### src/rtl/opl3_op_slot_sequencer.sv
// OPL3 operator slot sequencer: divides clk down to the sample tick and, on each
// tick, sweeps bank 0 ops 0..NUM_OPS-1 then bank 1 ops 0..NUM_OPS-1, giving each
// operator slot SLOT_CYCLES clocks of the shared operator datapath.
module opl3_op_slot_sequencer #(
  parameter int CLK_DIV_COUNT = 256,
  parameter int NUM_BANKS     = 2,
  parameter int NUM_OPS       = 18,
  parameter int SLOT_CYCLES   = 4,
  localparam int DIV_W  = ($clog2(CLK_DIV_COUNT) > 0) ? $clog2(CLK_DIV_COUNT) : 1,
  localparam int BANK_W = ($clog2(NUM_BANKS)     > 0) ? $clog2(NUM_BANKS)     : 1,
  localparam int OP_W   = ($clog2(NUM_OPS)       > 0) ? $clog2(NUM_OPS)       : 1,
  localparam int SLOT_W = ($clog2(SLOT_CYCLES)   > 0) ? $clog2(SLOT_CYCLES)   : 1
) (
  input  logic              clk,
  input  logic              reset,
  input  logic              enable,
  output logic              sample_clk_en,
  output logic              busy,
  output logic              op_start,
  output logic              op_last_cycle,
  output logic [BANK_W-1:0] bank_num,
  output logic [OP_W-1:0]   op_num,
  output logic [SLOT_W-1:0] slot_cycle,
  output logic              sample_done
);

  // A full sweep must fit inside one sample period, so a tick can never land in RUN.
  if (NUM_BANKS * NUM_OPS * SLOT_CYCLES >= CLK_DIV_COUNT) begin : g_overlap_check
    $error("opl3_op_slot_sequencer: sweep of %0d cycles does not fit in %0d-cycle sample period",
           NUM_BANKS * NUM_OPS * SLOT_CYCLES, CLK_DIV_COUNT);
  end

  // Slot phases need distinct first and last cycles.
  if (SLOT_CYCLES < 2) begin : g_slot_check
    $error("opl3_op_slot_sequencer: SLOT_CYCLES must be at least 2");
  end

  typedef enum logic {
    ST_IDLE = 1'b0,
    ST_RUN  = 1'b1
  } state_t;

  state_t            r_state;
  state_t            w_state_nxt;
  logic [DIV_W-1:0]  r_div_cnt;
  logic [BANK_W-1:0] r_bank;
  logic [BANK_W-1:0] w_bank_nxt;
  logic [OP_W-1:0]   r_op;
  logic [OP_W-1:0]   w_op_nxt;
  logic [SLOT_W-1:0] r_slot;
  logic [SLOT_W-1:0] w_slot_nxt;

  logic w_div_wrap;
  logic w_tick;
  logic w_run;
  logic w_slot_last;
  logic w_op_last;
  logic w_bank_last;

  // Full-width terminal-count compares so non-power-of-2 sizes wrap at N-1.
  assign w_div_wrap  = (r_div_cnt == DIV_W'(CLK_DIV_COUNT - 1));
  assign w_tick      = w_div_wrap & enable;
  assign w_run       = (r_state == ST_RUN);
  assign w_slot_last = (r_slot == SLOT_W'(SLOT_CYCLES - 1));
  assign w_op_last   = (r_op   == OP_W'(NUM_OPS - 1));
  assign w_bank_last = (r_bank == BANK_W'(NUM_BANKS - 1));

  // Free-running sample-period divider; enable only gates the tick, not the count.
  always_ff @(posedge clk) begin
    if (reset) begin
      r_div_cnt <= '0;
    end else if (w_div_wrap) begin
      r_div_cnt <= '0;
    end else begin
      r_div_cnt <= r_div_cnt + 1'b1;
    end
  end

  // Sweep state and slot/op/bank indices.
  always_ff @(posedge clk) begin
    if (reset) begin
      r_state <= ST_IDLE;
      r_bank  <= '0;
      r_op    <= '0;
      r_slot  <= '0;
    end else begin
      r_state <= w_state_nxt;
      r_bank  <= w_bank_nxt;
      r_op    <= w_op_nxt;
      r_slot  <= w_slot_nxt;
    end
  end

  // Next-state: a tick in IDLE starts a sweep; a tick seen in RUN is ignored.
  always_comb begin
    w_state_nxt = r_state;
    w_bank_nxt  = r_bank;
    w_op_nxt    = r_op;
    w_slot_nxt  = r_slot;
    case (r_state)
      ST_IDLE: begin
        w_bank_nxt = '0;
        w_op_nxt   = '0;
        w_slot_nxt = '0;
        if (w_tick) begin
          w_state_nxt = ST_RUN;
        end
      end
      ST_RUN: begin
        if (w_slot_last) begin
          w_slot_nxt = '0;
          if (w_op_last) begin
            w_op_nxt = '0;
            if (w_bank_last) begin
              w_bank_nxt  = '0;
              w_state_nxt = ST_IDLE;
            end else begin
              w_bank_nxt = r_bank + 1'b1;
            end
          end else begin
            w_op_nxt = r_op + 1'b1;
          end
        end else begin
          w_slot_nxt = r_slot + 1'b1;
        end
      end
      default: begin
        w_state_nxt = ST_IDLE;
        w_bank_nxt  = '0;
        w_op_nxt    = '0;
        w_slot_nxt  = '0;
      end
    endcase
  end

  // Every strobe is decoded from the same registered state, keeping them coherent.
  assign sample_clk_en = w_tick;
  assign busy          = w_run;
  assign op_start      = w_run & (r_slot == '0);
  assign op_last_cycle = w_run & w_slot_last;
  assign sample_done   = w_run & w_slot_last & w_op_last & w_bank_last;
  assign bank_num      = r_bank;
  assign op_num        = r_op;
  assign slot_cycle    = r_slot;

endmodule

### config.mk
export PLATFORM = sky130hd
export DESIGN_NAME = opl3_op_slot_sequencer
export DESIGN_NICKNAME = d
export VERILOG_FILES = /design/src/rtl/opl3_op_slot_sequencer.sv
export SDC_FILE = /design/constraint.sdc
export NUM_CORES = 1
export LEC_CHECK = 0
export CORE_ASPECT_RATIO = 0.7
export CORE_UTILIZATION = 40
export DETAILED_ROUTE_END_ITERATION = 8
export GPL_ROUTABILITY_DRIVEN = 0
export SKIP_LAST_GASP = 1
export SYNTH_ARGS = -nofsm -noshare
export SYNTH_HDL_FRONTEND = slang
export SYNTH_SLANG_ARGS = --single-unit
### constraint.sdc
create_clock -name clk -period 2.2 [get_ports clk]
set_input_delay 0.33 -clock clk [delete_from_list [all_inputs] [get_ports clk]]
set_output_delay 0.33 -clock clk [all_outputs]
set_load 0.1 [all_outputs]
# --- Word-level counts from Yosys, hierarchy flattened ---
# Cells that the tools add are included.
# W data, S select, Z words.
totals:
  output_inout_bits: 13
  in_bits: 3
  wordCells: 37
  regBits: 17
classes:
  add_sub_neg: 4
  muxes: 14
  eq_ne: 5
  bitwise_logic: 6
  reduce_logical: 3
op_table:
  columns: ["operator", "n"]
  rows:
  - ["$mux W5", 2]
  - ["$pmux W5 S2", 1]
  - ["$add A8 B1 Y8 const B", 1]
  - ["$eq A8 B8 Y1 const B", 1]
  - ["$mux W1", 7]
  - ["$add A5 B1 Y5 const B", 1]
  - ["$and A1 B1 Y1", 5]
  - ["$eq A5 B5 Y1 const B", 1]
  - ["$ne A2 B1 Y1 const B", 2]
  - ["$pmux W1 S2", 2]
  - ["$pmux W2 S2", 1]
  - ["$add A2 B1 Y2 const B", 1]
  - ["$eq A2 B2 Y1 const B", 1]
  - ["$logic_not A2 Y1", 1]
  - ["$mux W2", 1]
  - ["$reduce_and A2 Y1", 1]
  - ["$reduce_or A2 Y1", 1]
  - ["$add A1 B1 Y1 const B", 1]
  - ["$not A1 Y1", 1]

# --- Depth between registers and ports, before layout ---
# Gate-level depths: netlist of run 1.
depth:
  depth_word: 5
  ltp_mapped: 5
  ltp_nobuf: 5

# --- Worst setup path after synthesis of run 1 ---
# OpenSTA, ideal clock, no wires.
synth_timing:
  path_type: "register -> output"
  start: "reg r_slot[0], in the netlist slot_cycle[0]"
  end: "out sample_done"
  t_required_ns: 1.870
  n_path_buf: 1
  slack_ns: -1.001
  path_stages_with_launch: 5
  arrival_time_ns: 2.871
  cell_sequence: "dfxtp_1 > ha_1 > buf_2 > and2_1 > and3_2"
synth_between:
  elab_chain_cells: 4
synth_lines:
  columns: ["element", "line", "text"]
  rows:
  - ["from (decl)", "50", "logic [SLOT_W-1:0] r_slot;"]
  - ["from (signal assigned)", "90", "r_slot <= w_slot_nxt;"]
  - ["$eq A2 B2 Y1", "64", "assign w_slot_last = (r_slot == SLOT_W'(SLOT_CYCLES - 1));"]
  - ["$and A1 B1 Y1", null, null]
  - ["named net op_last_cycle", "20", "output logic op_last_cycle,"]
  - ["$and A1 B1 Y1 (2 in a row)", "141", "assign sample_done = w_run & w_slot_last & w_op_last & w_bank_last;"]
  - ["to (decl)", "24", "output logic sample_done"]
# The timed path passes the listed nets, and every way through them passes these cells.

# --- Worst setup path in the final report of run 1 ---
layout_timing:
  start: "reg r_slot[0], in the netlist slot_cycle[0]"
  end: "out sample_done"
layout_between:
  elab_chain_cells: 4
layout_lines:
  columns: ["element", "line"]
  rows:
  - ["$eq A2 B2 Y1", "64"]
  - ["$and A1 B1 Y1 (3 in a row)", "141"]
# No other way between the ends.

==> results of run 1 <==
==> final cells by class <==
class	count	area share
Clock buffer	3	0.0229
Timing Repair Buffer	15	0.158
Tap cell	21	0.0267
Clock inverter	1	0.00762
Sequential cell	17	0.351
Inverter	6	0.0229
Multi-Input combinational cell	61	0.412
==> critical path, cell delays in order, from the launching register on <==
cell and delay [ns]:
dfxtp_2 0.36, ha_1 0.36, and2_4 0.23, and3_4 0.20
buf_12 0.17
==> cells in the mapped netlist, types with 2 or more instances <==
library cell,number,area share
a211oi_1,2,0.019
a21oi_1,4,0.026
a31oi_1,2,0.016
and2_1,2,0.016
and3_1,2,0.016
buf_2,2,0.013
dfxtp_1,17,0.44
ha_1,5,0.081
inv_1,6,0.029
nand2_1,7,0.034
nand3_1,4,0.026
nand4_1,3,0.024
nor2_1,7,0.034
nor3_1,2,0.013
o21ai_0,2,0.013
or3_1,6,0.049
xor2_1,4,0.045
==> layer usage <==
metal  up-vias  GRT usage  routed length, µm
met5         -          0                  0
met4         0     0.0385                  5
met3         2     0.0824                 81
met2        16      0.259                613
met1       297      0.224                772
li1        334          -                  -
==> per-stage QoR <==
step / worst slack, ns / hold slack [ns] / instance area [µm²] / power [W]
detailed placement: 0.479 / 0.436 / 955 / 0.000346
floorplan: 0.0202 / 0.399 / 783 / 0.000337
global placement: 0.528 / 0.433 / 955 / 0.000344
CTS: 0.234 / 0.448 / 985 / 0.000517
global route: 0.126 / 0.460 / 985 / 0.000538
finish: 0.260 / 0.442 / 985 / 0.000509
==> where the power goes <==
group | switching (W) | leakage [nW] | internal, W | total (W)
Combinational | 0.00000879 | 0.227 | 0.00000973 | 0.0000185
Clock | 0.000101 | 0.0139 | 0.0000692 | 0.000171
Sequential | 0.00000566 | 0.140 | 0.000314 | 0.000320
Total | 0.000116 | 0.381 | 0.000393 | 0.000509
==> registers in the layout (all words and copies together), names as in the netlist <==
name / count
slot_cycle: 2
r_div_cnt: 8
op_num: 5
busy: 1
bank_num: 1
==> cells in the final DEF (no fill, tap or decap), drive strengths merged <==
cell type      Yosys  final
dfxtp             17     17
a31o               1      1
buf                2     13
or3                6      6
xnor2              1      1
clkinvlp           0      1
xor2               4      4
and3               3      3
a211oi             2      2
clkbuf             0      3
nor2               7      7
and2               2      2
a31oi              2      2
clkdlybuf4s50      0      2
a21oi              5      5
a21o               1      1
nand3              4      4
nand4              3      3
nor3               2      2
nor3b              1      1
and4               1      1
o21ai              2      2
inv                6      6
and4bb             1      1
nand2              7      7
nand2b             1      1
ha                 5      5
==> worst paths after layout <==
check	from	to	cells past startpoint
max	slot_cycle[0]$_SDFF_PP0_	sample_done	4
min	slot_cycle[0]$_SDFF_PP0_	slot_cycle[0]$_SDFF_PP0_	1
max reg2reg	slot_cycle[0]$_SDFF_PP0_	op_num[0]$_SDFFE_PP0P_	4
min reg2reg	slot_cycle[0]$_SDFF_PP0_	slot_cycle[0]$_SDFF_PP0_	1
==> cells by family after synthesis <==
family,count (synthesis)
fa+ha+maj,5
xor+xnor,5
simple gates,38
compound gates,13
buf+inv,8
flops,17
==> results by group, run 1 <==
Synthesis
  – Syn_area_per_cell: 8.98 µm²
  – Synth Area in Compound Gates: 0.107
  – Mux share of post-synthesis cell area: 0
  – Yosys warning count: 0
  – Post-Synth Simple-Gate Area: 0.272
  – Cells after Synth: 86
  – Main combinational cell family by area after synthesis: simple AND/OR/NAND/NOR gates
  – Seq/Total Area, Yosys: 0.441
  – Synth Register Bits: 17
  – XOR/XNOR Fraction of Synth Area: 0.0567
  – Asr flop ratio synth: 0
  – Post-synthesis adder-cell area fraction: 0.0810
  – Post-synth EDFFs: 0
  – Syn Std Cell Area: between 700 and 800 µm²
  – Syn Nets: 94
  – Cell variety after synth: 26
  – Most used DFF post-synth: dfxtp_1

Routing
  – DR vias/cell: 5.23
  – DR DRC count: 0
  – Final wirelength: about 1500 µm
  – Drt pass-1 iters: 4
  – Vias: around 650
  – Wirelength per Cell: roughly 12 µm
  – Violation count after the first detailed-route iteration: 9
  – Antenna-violating nets left: 0

Cells and area
  – # fillers: approximately 170
  – Nets: ~110
  – Util after Layout: 0.580
  – Register area: around 350 µm²
  – N_diodes: 0
  – P&R area growth vs syn: 27.6%
  – Multi-input gate area: between 400 and 500 µm²
  – Layout cells sized above 1: 0.252
  – Post-route insts no fill: 124

Clocking
  – Total clock sinks: 17
  – H-tree depth: 1
  – Postcts setup bufs: 0
  – Post-cts gate resize count: 0
  – CTS tree: done
  – CTS Hold Bufs: 0
  – Inserted Clock Buffers: 3
  – CTS Root Cell: clkbuf_4
  – Reg clk slew, reported paths: about 0.090 ns
  – Clock Path Buffers: 2
  – Clk_lat worst skew: roughly 0.30 ns

Place
  – Post-DP HPWL: about 1100 µm
  – Port bufs: 15
  – Placed insts: 120

Setup path
  – Worst Setup Start Kind: register
  – Crit Path Category: reg -> out
  – Worst setup EP type: output pin
  – Worst EP arrival: approximately 1.6 ns
  – Worst Path Required: ~1.9 ns
  – R2R Setup Slk: between 0.7 and 0.8 ns
  – Crit Path Max Fanout: 10

STA
  – Worst-Margin Slew: 0.391 ns
  – Post-Route Skew: 0.0128 ns
  – Hold Fails Final Rpt: 0
  – Final Max Slew Viols: 0
  – FMAX: 0.516 GHz
  – Fin crit share: 0.882
  – Endpoints failing setup: 0
  – Unrepaired setup endpoints after global routing: false
  – Fin crit period: about 1.9 ns
  – Fin Setup TNS: 0 ns
  – Slew HR: 0.739

Job
  – Max Cap Viol: 0

Global routing
  – Gr usage total: 0.173
  – First-pass GRT wire length: 2450 µm
  – Number of antenna violations at the first check in global routing: 0
  – Vias in the first global route: ~570
  – Total grt overflow: 0
  – Largest net degree at the start of global routing: 12

Floorplan
  – Site Rows: 12
  – Core ar.: approximately 1700 µm²
  – Die Ht: slightly below 40 µm
  – Die area: roughly 2100 µm²
  – Overall die width: roughly 55 µm
  – I/O pin count: 16
  – Initial Util: 0.455

Power and ir drop
  – Worst vdd ir: 416 µV
  – Pwr Density: ~520 nW/µm²
  – Leak pwr: around 0.38 nW

Run status
  – Status: finished, final reports clean

Min path
  – Min-delay worst type: reg -> reg
Power figures use the tool's default switching activity.
==> run 2: changes to the inputs <==
Settings changed: ABC_AREA set to 1, CTS_CLUSTER_DIAMETER set to 80.
==> results by group, run 2 <==
STA
  – Slew HR: 0.815
  – Final Max Slew Viols: 0
  – Fin Setup TNS: 0 ns
  – Fin crit period: 1.88 ns
  – Hold Fails Final Rpt: 0
  – Worst-Margin Slew: 0.280 ns
  – Unrepaired setup endpoints after global routing: false
  – Post-Route Skew: between 0.01 and 0.015 ns
  – Fin crit share: 0.856
  – FMAX: ~0.53 GHz
  – Endpoints failing setup: 0

Setup path
  – R2R cell count: 6
  – Crit Path Category: reg -> out
  – Worst EP arrival: 1.55 ns
  – Crit Path Max Fanout: 5
  – Worst Path Required: ~1.9 ns
  – Worst Setup Start Kind: register
  – Worst setup EP type: output pin

Run status
  – Failing checks: design-rule violations
  – Status: finished, violations left

Cells and area
  – Layout cells sized above 1: 0.237
  – Util after Layout: 0.559
  – Nets: about 140
  – Max reg flops: 8
  – N_diodes: 0
  – # fillers: 204
  – Commonest non-fill, non-tap cell in the layout: nand2_1
  – Final Instance Area: about 1100 µm²
  – P&R area growth vs syn: 26.8%
  – Reg with most FFs: r_div_cnt
  – Most frequent cells in the layout: nand2_1, inv_1, nor2_1

Clocking
  – CTS tree: done
  – Post-cts gate resize count: 0
  – Reg clk slew, reported paths: approximately 0.11 ns
  – Clk_lat worst skew: 0.30 ns
  – CTS Root Cell: clkbuf_4
  – CTS Hold Bufs: 0
  – Clock Path Buffers: 2
  – Total clock sinks: 17
  – Inserted Clock Buffers: 3
  – H-tree depth: 1
  – Postcts setup bufs: 0

Synthesis
  – Syn Nets: between 100 and 150
  – Top cell type's share of synthesized area: 0.402
  – Syn Std Cell Area: about 850 µm²
  – Yosys warning count: 0
  – Cells after Synth: around 120
  – Most used DFF post-synth: dfxtp_1
  – Synth Register Bits: 17
  – Cell variety after synth: 21
  – Post-synth top area cell: dfxtp_1
  – Post-synth top cells: nand2_1, inv_1, dfxtp_1
  – Seq/Total Area, Yosys: 0.402
  – Post-synth EDFFs: 0
  – Syn_area_per_cell: approximately 7.3 µm²
  – Top-count cell post-synth: nand2_1
  – Area contributors post-synth: dfxtp_1, nand2_1, inv_1
  – Asr flop ratio synth: 0

Power and ir drop
  – Leak pwr: approximately 0.47 nW
  – Pwr Density: approximately 470 nW/µm²
  – Worst vdd ir: about 400 µV
  – Tot Pwr: roughly 0.0005 W

Routing
  – Violation count after the first detailed-route iteration: 18
  – Vias: ~720
  – Antenna-violating nets left: 0
  – DR vias/cell: about 4.6
  – DR DRC count: 2
  – Wirelength per Cell: between 10 and 15 µm
  – Drt pass-1 iters: 7
  – Final wirelength: about 1700 µm

Min path
  – WHS Path Cells: 1
  – Min-delay worst type: reg -> reg

Global routing
  – First-pass GRT wire length: between 2000 and 3000 µm
  – Largest net degree at the start of global routing: 11
  – Gr usage total: 0.175
  – Vias in the first global route: 621
  – Number of antenna violations at the first check in global routing: 0
  – Total grt overflow: 0

Floorplan
  – Die Ht: approximately 40 µm
  – Die area: between 2000 and 2500 µm²
  – Overall die width: 57.0 µm
  – I/O pin count: 16
  – Site Rows: 13
  – Core ar.: 1920 µm²
  – Initial Util: 0.441

Place
  – Port bufs: 15
  – Post-DP Area: around 1000 µm²
  – Post-DP HPWL: between 1000 and 1500 µm

Job
  – Max Cap Viol: 0
## run 2: cell types whose count changed in the layout (fill, tap and decap cells not counted), sizes merged, moves of 3 or more
cell,delta
nand2,+22
inv,+15
nor2,+12
or3,-6
nand3,+5
and3,-3
## run 2: per-layer routing
metal / global-route usage / routed length, µm / vias to the layer above
met5: 0 / 0 / -
met4: 0.0366 / 13 / 0
met3: 0.0742 / 79 / 2
met2: 0.276 / 711 / 14
met1: 0.226 / 902 / 310
li1: - / - / 398
## run 2: kinds of logic (layout without fill, tap and decap cells)
kind of cell / count (synthesis) / in the layout / synth area share
simple gates: 60 / 60 / 0.330
compound gates: 9 / 9 / 0.0651
buf+inv: 22 / 41 / 0.0976
flops: 17 / 17 / 0.402
xor+xnor: 3 / 3 / 0.0311
fa+ha+maj: 5 / 5 / 0.0740
## run 2: path summary, 6_finish.rpt
path / startpoint / endpoint / slack [ns]
hold reg to reg: slot_cycle[0]$_SDFF_PP0_ / slot_cycle[0]$_SDFF_PP0_ / 0.44
hold / removal: slot_cycle[0]$_SDFF_PP0_ / slot_cycle[0]$_SDFF_PP0_ / 0.44
setup / recovery: r_div_cnt[0]$_SDFF_PP0_ / sample_clk_en / 0.32
setup reg to reg: r_div_cnt[0]$_SDFF_PP0_ / r_div_cnt[7]$_SDFF_PP0_ / 0.94
## run 2: final cells by class
cell class	count	area [µm²]	area share
clock buffer	3	22.5	0.0210
clock inverter	1	5.00	0.00467
inverter	22	86.3	0.0805
multi-input combinational	77	430	0.401
sequential	17	345	0.322
tap	22	27.5	0.0257
timing repair buffer	15	155	0.145
## run 2: worst max-delay path, stage by stage, from the launching register on
cell and delay [ns]:
dfxtp_1 0.40, ha_1 0.20, nand2_2 0.08, nor2_4 0.16, nand4_2 0.11, inv_1 0.12
buf_12 0.18
## run 2: power by group
| group | internal [W] | total (W) | switching [W] |
|---|---|---|---|
| clock | 0.0000677 | 0.000173 | 0.000106 |
| sequential | 0.000312 | 0.000316 | 0.00000424 |
| combinational | 0.00000805 | 0.0000175 | 0.00000950 |
## run 2: through the flow
step,instances,hold slack [ns],setup slack [ns]
after floorplan,116,0.429,0.0601
after global placement,153,0.418,0.676
after detailed placement,153,0.424,0.652
after CTS,157,0.440,0.301
after global routing,157,0.469,0.205
final,157,0.440,0.316
==> run 3: changes to the inputs <==
Clock period 2.2 ns to 2.15 ns, I/O delays scaled along.
==> results by group, run 3 (synthesis results as in run 2) <==
Run status
  – Status: finished, violations left
  – Failing checks: design-rule violations

Power and ir drop
  – P_sw: ~0.00012 W
  – Tot Pwr: between 0.0005 and 0.0006 W
  – Worst vdd ir: ~220 µV
  – Leak pwr: 0.470 nW
  – Switch share: 0.239
  – Clock power frac: 0.345
  – Internal power: ~0.00040 W
  – Pwr Density: a little under 500 nW/µm²
  – Combinational Power Share: 0.035
  – Seq pwr share: 0.621

Setup path
  – Crit Path Max Fanout: 5
  – Worst Path Required: between 1.5 and 2 ns
  – Worst Setup Start Kind: register
  – Worst setup EP type: output pin
  – R2R cell count: 6
  – Worst EP arrival: between 1.5 and 2 ns
  – Crit Path Category: reg -> out

Global routing
  – Total grt overflow: 0
  – Met1 usage: 0.230
  – Vias in the first global route: 626
  – GR Util met3: 0.0645
  – GR peak layer: met2
  – First-pass GRT wire length: 2900 µm
  – Number of antenna violations at the first check in global routing: 0
  – Largest net degree at the start of global routing: 11
  – Gr usage total: 0.174
  – Met2 Use GR: 0.268

Job
  – Max Cap Viol: 0

Place
  – Post-Place Worst Slack: a little over 0.6 ns
  – Port bufs: 15
  – Post-DP HPWL: between 1000 and 1500 µm

STA
  – Post-Route Skew: roughly 0.011 ns
  – Hold Fails Final Rpt: 0
  – Unrepaired setup endpoints after global routing: false
  – Final Worst Setup Slack: 0.261 ns
  – Final Max Slew Viols: 0
  – Endpoints failing setup: 0
  – Fin crit period: around 1.9 ns
  – Fin crit share: 0.879
  – FMAX: between 0.5 and 0.6 GHz
  – Fin Setup TNS: 0 ns
  – Slew HR: 0.816
  – Worst-Margin Slew: roughly 0.28 ns

Floorplan
  – I/O pin count: 16
  – Die Ht: between 40 and 50 µm
  – Core ar.: 1920 µm²
  – Die area: 2310 µm²
  – Site Rows: 13
  – Initial Util: 0.441
  – Overall die width: between 50 and 60 µm

Clocking
  – Postcts setup bufs: 0
  – Inserted Clock Buffers: 3
  – Total clock sinks: 17
  – Clk_lat worst skew: 0.30 ns
  – CTS tree: done
  – CTS Root Cell: clkbuf_4
  – Clock Path Buffers: 2
  – Reg clk slew, reported paths: around 0.11 ns
  – Post-cts gate resize count: 0
  – CTS Hold Bufs: 0
  – H-tree depth: 1

Routing
  – Wirelength per Cell: about 11 µm
  – DR DRC count: 2
  – DR vias/cell: 4.74
  – Vias: about 740
  – Violation count after the first detailed-route iteration: 28
  – Drt pass-1 iters: 6
  – Antenna-violating nets left: 0
  – Final wirelength: 1720 µm

Cells and area
  – Nets: ~140
  – P&R area growth vs syn: 26.8%
  – Layout cells sized above 1: 0.237
  – Max reg flops: 8
  – Commonest non-fill, non-tap cell in the layout: nand2_1
  – N_diodes: 0
  – Reg with most FFs: r_div_cnt
  – Most frequent cells in the layout: nand2_1, inv_1, nor2_1

Min path
  – Min-delay worst type: reg -> reg
  – WHS Path Cells: 1
[run 3: cell counts in the layout (fill, tap and decap cells not counted)]
Identical to the previous run, type by type.
[run 3: routing by layer]
layer | vias to the layer above | share of wire
met1 | 332 | 0.52
met4 | 0 | 0.0058
li1 | 396 | -
met3 | 2 | 0.053
met5 | - | 0
met2 | 14 | 0.43
[run 3: area by class of cell]
class,instances,area [µm²]
Tap cell,22,27.5
Inverter,22,86.3
Clock inverter,1,5.00
Fill cell,202,847
Timing Repair Buffer,15,155
Clock buffer,3,22.5
Sequential cell,17,345
Multi-Input combinational cell,77,430
[run 3: worst max-delay path: stages (launching register included)]
cell     delay, ns
dfxtp_1       0.40
ha_1          0.21
nand2_2       0.08
nor2_4        0.17
nand4_2       0.11
inv_1         0.12
buf_12        0.18
[run 3: final timing paths]
path                                  from                        to  slack [ns]
hold reg to reg   slot_cycle[0]$_SDFF_PP0_  slot_cycle[0]$_SDFF_PP0_        0.44
setup reg to reg   r_div_cnt[0]$_SDFF_PP0_   r_div_cnt[7]$_SDFF_PP0_        0.88
setup / recovery   r_div_cnt[0]$_SDFF_PP0_             sample_clk_en        0.26
hold / removal    slot_cycle[0]$_SDFF_PP0_  slot_cycle[0]$_SDFF_PP0_        0.44
[run 3: power groups by stage]
| stage | clock [W] | sequential (W) | combinational (W) |
|---|---|---|---|
| after CTS | 0.000189 | 0.000324 | 0.0000184 |
| after detailed placement | 0 | 0.000331 | 0.0000183 |
| after global routing | 0.000203 | 0.000324 | 0.0000216 |
| final | 0.000180 | 0.000324 | 0.0000181 |
| after floorplan | 0 | 0.000330 | 0.0000109 |
| after global placement | 0 | 0.000330 | 0.0000174 |
[run 3: metrics by stage]
step | utilization | hold slack (ns) | instances | instance area (µm²)
detailed placement | 0.544 | 0.424 | 153 | 1040
finish | 0.559 | 0.439 | 157 | 1070
global route | 0.559 | 0.468 | 157 | 1070
global placement | 0.544 | 0.418 | 153 | 1040
CTS | 0.559 | 0.440 | 157 | 1070
floorplan | - | 0.429 | 116 | 862
